$ cat src/rtl/wb_regfile.sv
// Writeback stage: formats the WB result, commits it to x1..x31, serves two Decode read ports, counts retirements.
// Result/reads are combinational; writes and InstRet update on the next edge; no handshakes, never stalls.
module wb_regfile #(
  parameter bit BYPASS        = 1'b1,
  parameter int INSTRET_WIDTH = 64
) (
  input  logic                     clk,
  input  logic                     reset,
  input  logic                     ValidW,
  input  logic                     RegWriteW,
  input  logic [1:0]               ResultSrcW,
  input  logic [2:0]               LoadFunct3W,
  input  logic [31:0]              ALUResultW,
  input  logic [31:0]              ReadDataW,
  input  logic [4:0]               RdW,
  input  logic [31:0]              PCPlus4W,
  input  logic [4:0]               Rs1D,
  input  logic [4:0]               Rs2D,
  output logic [31:0]              RD1D,
  output logic [31:0]              RD2D,
  output logic [31:0]              ResultW,
  output logic                     WeW,
  output logic [INSTRET_WIDTH-1:0] InstRet
);

  logic [31:0]              regs_q [31:1];
  logic [31:0]              regs_d [31:1];
  logic [INSTRET_WIDTH-1:0] instret_q;
  logic [INSTRET_WIDTH-1:0] instret_d;

  logic [7:0]  load_byte;
  logic [15:0] load_half;
  logic [31:0] load_data;

  // Memory returns the aligned word; the low address bits pick the lane.
  always_comb begin
    load_byte = 8'h00;
    case (ALUResultW[1:0])
      2'd0:    load_byte = ReadDataW[7:0];
      2'd1:    load_byte = ReadDataW[15:8];
      2'd2:    load_byte = ReadDataW[23:16];
      default: load_byte = ReadDataW[31:24];
    endcase
  end

  always_comb begin
    load_half = ALUResultW[1] ? ReadDataW[31:16] : ReadDataW[15:0];
  end

  always_comb begin
    load_data = ReadDataW;
    case (LoadFunct3W)
      3'b000:  load_data = {{24{load_byte[7]}}, load_byte};
      3'b001:  load_data = {{16{load_half[15]}}, load_half};
      3'b100:  load_data = {24'h000000, load_byte};
      3'b101:  load_data = {16'h0000, load_half};
      default: load_data = ReadDataW;
    endcase
  end

  always_comb begin
    ResultW = ALUResultW;
    case (ResultSrcW)
      2'b01:   ResultW = load_data;
      2'b10:   ResultW = PCPlus4W;
      default: ResultW = ALUResultW;
    endcase
  end

  always_comb begin
    WeW = ValidW && RegWriteW && (RdW != 5'd0);
  end

  always_comb begin
    for (int i = 1; i < 32; i++) begin
      regs_d[i] = (WeW && (RdW == 5'(i))) ? ResultW : regs_q[i];
    end
  end

  always_comb begin
    instret_d = ValidW ? instret_q + 1'b1 : instret_q;
  end

  always_ff @(posedge clk) begin
    if (reset) begin
      for (int i = 1; i < 32; i++) begin
        regs_q[i] <= 32'h0;
      end
      instret_q <= '0;
    end else begin
      for (int i = 1; i < 32; i++) begin
        regs_q[i] <= regs_d[i];
      end
      instret_q <= instret_d;
    end
  end

  // x0 has no storage; the write-through path only exists when BYPASS is set.
  always_comb begin
    RD1D = 32'h0;
    if (Rs1D != 5'd0) begin
      if (BYPASS && WeW && (Rs1D == RdW)) RD1D = ResultW;
      else                                RD1D = regs_q[Rs1D];
    end
  end

  always_comb begin
    RD2D = 32'h0;
    if (Rs2D != 5'd0) begin
      if (BYPASS && WeW && (Rs2D == RdW)) RD2D = ResultW;
      else                                RD2D = regs_q[Rs2D];
    end
  end

  assign InstRet = instret_q;

endmodule

$ cat config.mk
export PLATFORM = sky130hd
export DESIGN_NAME = wb_regfile
export DESIGN_NICKNAME = d
export VERILOG_FILES = /design/src/rtl/wb_regfile.sv
export SDC_FILE = /design/constraint.sdc
export NUM_CORES = 2
export LEC_CHECK = 0
export BUFFER_PORTS_ARGS = -buffer_cell sky130_fd_sc_hd__buf_4
export CORE_UTILIZATION = 30
export DETAILED_ROUTE_END_ITERATION = 12
export PLACE_DENSITY = 0.46
export RECOVER_POWER = 100
export SYNTH_ARGS = -nofsm -noshare
export SYNTH_HDL_FRONTEND = slang
export SYNTH_SLANG_ARGS = --single-unit
$ cat constraint.sdc
create_clock -name clk -period 11.22 [get_ports clk]
set_input_delay 3.366 -clock clk [delete_from_list [all_inputs] [get_ports clk]]
set_output_delay 3.366 -clock clk [all_outputs]
set_load 0.1 [all_outputs]
==> results_dict.tcl <==
set metrics [dict create \
    status "finished with violations" \
    violations "capacitance limit, slew limit" \
    numCtsBuffers 119 \
    htree_levels 3 \
    crit_buf_inv 3 \
    synth_edf_count 992 \
    routed_wl_um 234000 \
    max_slew_margin_pct -140 \
    ys_types 59 \
    tightestPinTransition_ns 3.60 \
    wl_per_cell_um 32.4 \
    drv_cap 70 \
    dp_hpwl_um 145000 \
    async_flop_share_pct 0 \
    die_h_um 434 \
    max_stage_delay_ns 0.95 \
    cp-start-kind "input pin" \
    core-area_sq_mm 0.185 \
    timing.rr.start "InstRet[12]" \
    total_power_w 0.0103 \
    fin_crit_sh_pct 95.6 \
    fp-row-count 158 \
    fin_crit_ns 10.72 \
    synth_common_cells "nor2_1 (1167), edfxtp_1 (992), mux4_2 (352)" \
    critical_path.startpoint "Rs2D[0]" \
    grt_first_pass_wirelength_um 325000 \
    leakagePower_nw 22.0 \
    critPathRequiredTime_ns 7.85 \
    crit_chain "clkbuf_4 > buf_4 > mux4_2 > o21ai_0 > nand3_1 > nor3_1 > a211oi_1 > clkbuf_2" \
    yosys-top-cells-area "edfxtp_1 (53%), mux4_2 (14%), nor2_1 (7.8%)" \
    p_per_area_mw_per_mm2 161 \
    synth_top_area_share_pct 53.2 \
    tns_ns 0 \
    cts_buffer_depth 3 \
    min_path_type "flip-flop to flip-flop" \
    reg2reg_slack_ns 8.29 \
    synthCells 4497 \
    drt_iter0_markers 4550 \
    drtPass1Iterations 7 \
    clock_sinks 1056 \
    drive_gt1_share_pct 20.0 \
    worstReg2RegEnd "InstRet[63]" \
    crit_family "buffers and inverters" \
    drv_slew 2061 \
    crit_slowest_cell "clkbuf_4" \
    reg2regPathDepth 6 \
    grt_use_total_pct 24.6 \
    synthFlopType "edfxtp_1" \
    io_pins 281 \
    synth-seq-cells 1056 \
    grt_pass1_vias 41200 \
    crit_type "input pin to output pin" \
    cts_hold_buf 0 \
    floorplan.initialDensity_pct 30.2 \
    arrival_ns 7.35 \
    place.gp.congestion 0.877 \
    synth_area_leader_cell "edfxtp_1" \
    grt_setup_unrepaired "false" \
    synth_fp_nets 4620 \
    cts_tree "yes" \
    ctsResizeCount 0 \
    hold_viol 0 \
    drc_errors 0 \
    die_x_um 434 \
    portBuffers 280 \
    vdd_drop_max_v 0.000156 \
    nets 4757 \
    overflow 0 \
    synthToLayoutAreaGrowth_pct 14.8 \
    synthMostInstantiatedCell "nor2_1" \
    clk_latency_ns 0.76 \
    whs_path_depth 2 \
    setup.worst_path.end_class "output pin" \
    hold_end "InstRet[37]" \
    num_vias 41300 \
    antenna_found_initial 5 \
    seq_area_frac_synth_pct 55.5 \
    fmax_ghz 0.0933 \
    netlist_area_sq_mm 0.0560 \
    ant_nets 0 \
    viasPerCell 5.72 \
    grt_max_degree 88 \
    synth.avg_cell_area_sq_um 12.5 \
    setup_viol_count_final 0 \
    skew_ns 0.0114 \
    postCtsSetupRepairBufs 0 \
    synth_warnings 0 \
    path_depth 8 \
    root_buffer "clkbuf_16" \
    cp_max_fo 51 \
    die-area_sq_mm 0.188 \
    hp-start "InstRet[37]" \
    clk_pin_slew_worst_paths_ns 0.06 \
]
==> placed cells by master (no fill, tap or decap), types with 20 or more instances in the layout <==
cell type  count
clkinv_1      26
xnor2_1       34
mux4_2       352
a21oi_1       97
o21ai_0      128
mux2i_1      338
a211oi_1     107
buf_4        263
dfxtp_1       64
inv_1         42
a22oi_1       43
clkbuf_2      25
edfxtp_1     992
and3_1        21
clkbuf_16    121
clkinv_2      31
a211oi_2      27
nand2_1      115
nand4_1       21
a21o_1        25
a221oi_1      55
xor2_1        25
clkbuf_1     198
nor3_1        89
nor2_1      1166
a211oi_4      21
a32oi_1       20
o22ai_1       59
nand3_1       31
==> sequential cells by signal (all words and copies together), names as in the netlist <==
signal and flops:
regs_q 992, InstRet 64
==> worst max-delay path by stage <==
stage	slack [ns]	end
floorplan	0.18	RD1D[30]
global placement	0.96	RD2D[15]
detailed placement	1.03	RD2D[15]
CTS	1.03	RD2D[15]
global route	0.44	RD2D[26]
finish	0.50	RD2D[7]
==> metal layers <==
layer  global-route usage (%)  vias to the layer above  part of all wire (%)
li1                         -                    17200                     -
met1                     31.2                    21600                    40
met2                     41.5                     2070                    49
met3                     3.61                      426                   6.8
met4                     10.6                        2                   4.8
met5                        0                        -                0.0047
==> area by class of cell <==
cell class	count	area [sq um]
well taps	2480	3100
clock inverters	75	597
fillers	18500	121000
flip-flops and latches	1056	31100
repair buffers	484	3190
clock buffers	148	3140
inverters	52	195
diodes	5	12.5
multi-input cells	2921	23000
==> where the power goes <==
part / internal (W) / total, W / switching (W)
Clock: 0.00218 / 0.00388 / 0.00170
Sequential: 0.00451 / 0.00461 / 0.000102
Combinational: 0.000517 / 0.00185 / 0.00133
==> per-stage QoR <==
step	cells	cell area (sq um)	worst slack, ns	hold slack [ns]	util (%)
floorplan	4497	56200	0.180	0.950	-
global placement	6993	61500	0.960	0.491	33.1
detailed placement	6993	61500	1.03	0.499	33.1
CTS	7216	65200	1.03	0.512	35.2
global route	7220	64300	0.443	0.531	34.7
finish	7221	64300	0.499	0.508	34.7
==> cells by family after synthesis <==
family	synth area share, %
and+or+nand+nor	11.2
DFF	55.5
muxes	20.2
AOI/OAI and AO/OA	7.95
buffers and inverters	4.13
xor gates and xnor gates	0.922
adders and majority gates	0.0670
==> worst register-to-register path: stages (launching register included) <==
cell     delay, ns
dfxtp_1       0.46
nand4_1       0.20
nor2_1        0.44
nand4_1       0.77
nor4_1        0.60
xnor2_1       0.17
nor2_1        0.05
(Power assumes the default switching activity.)
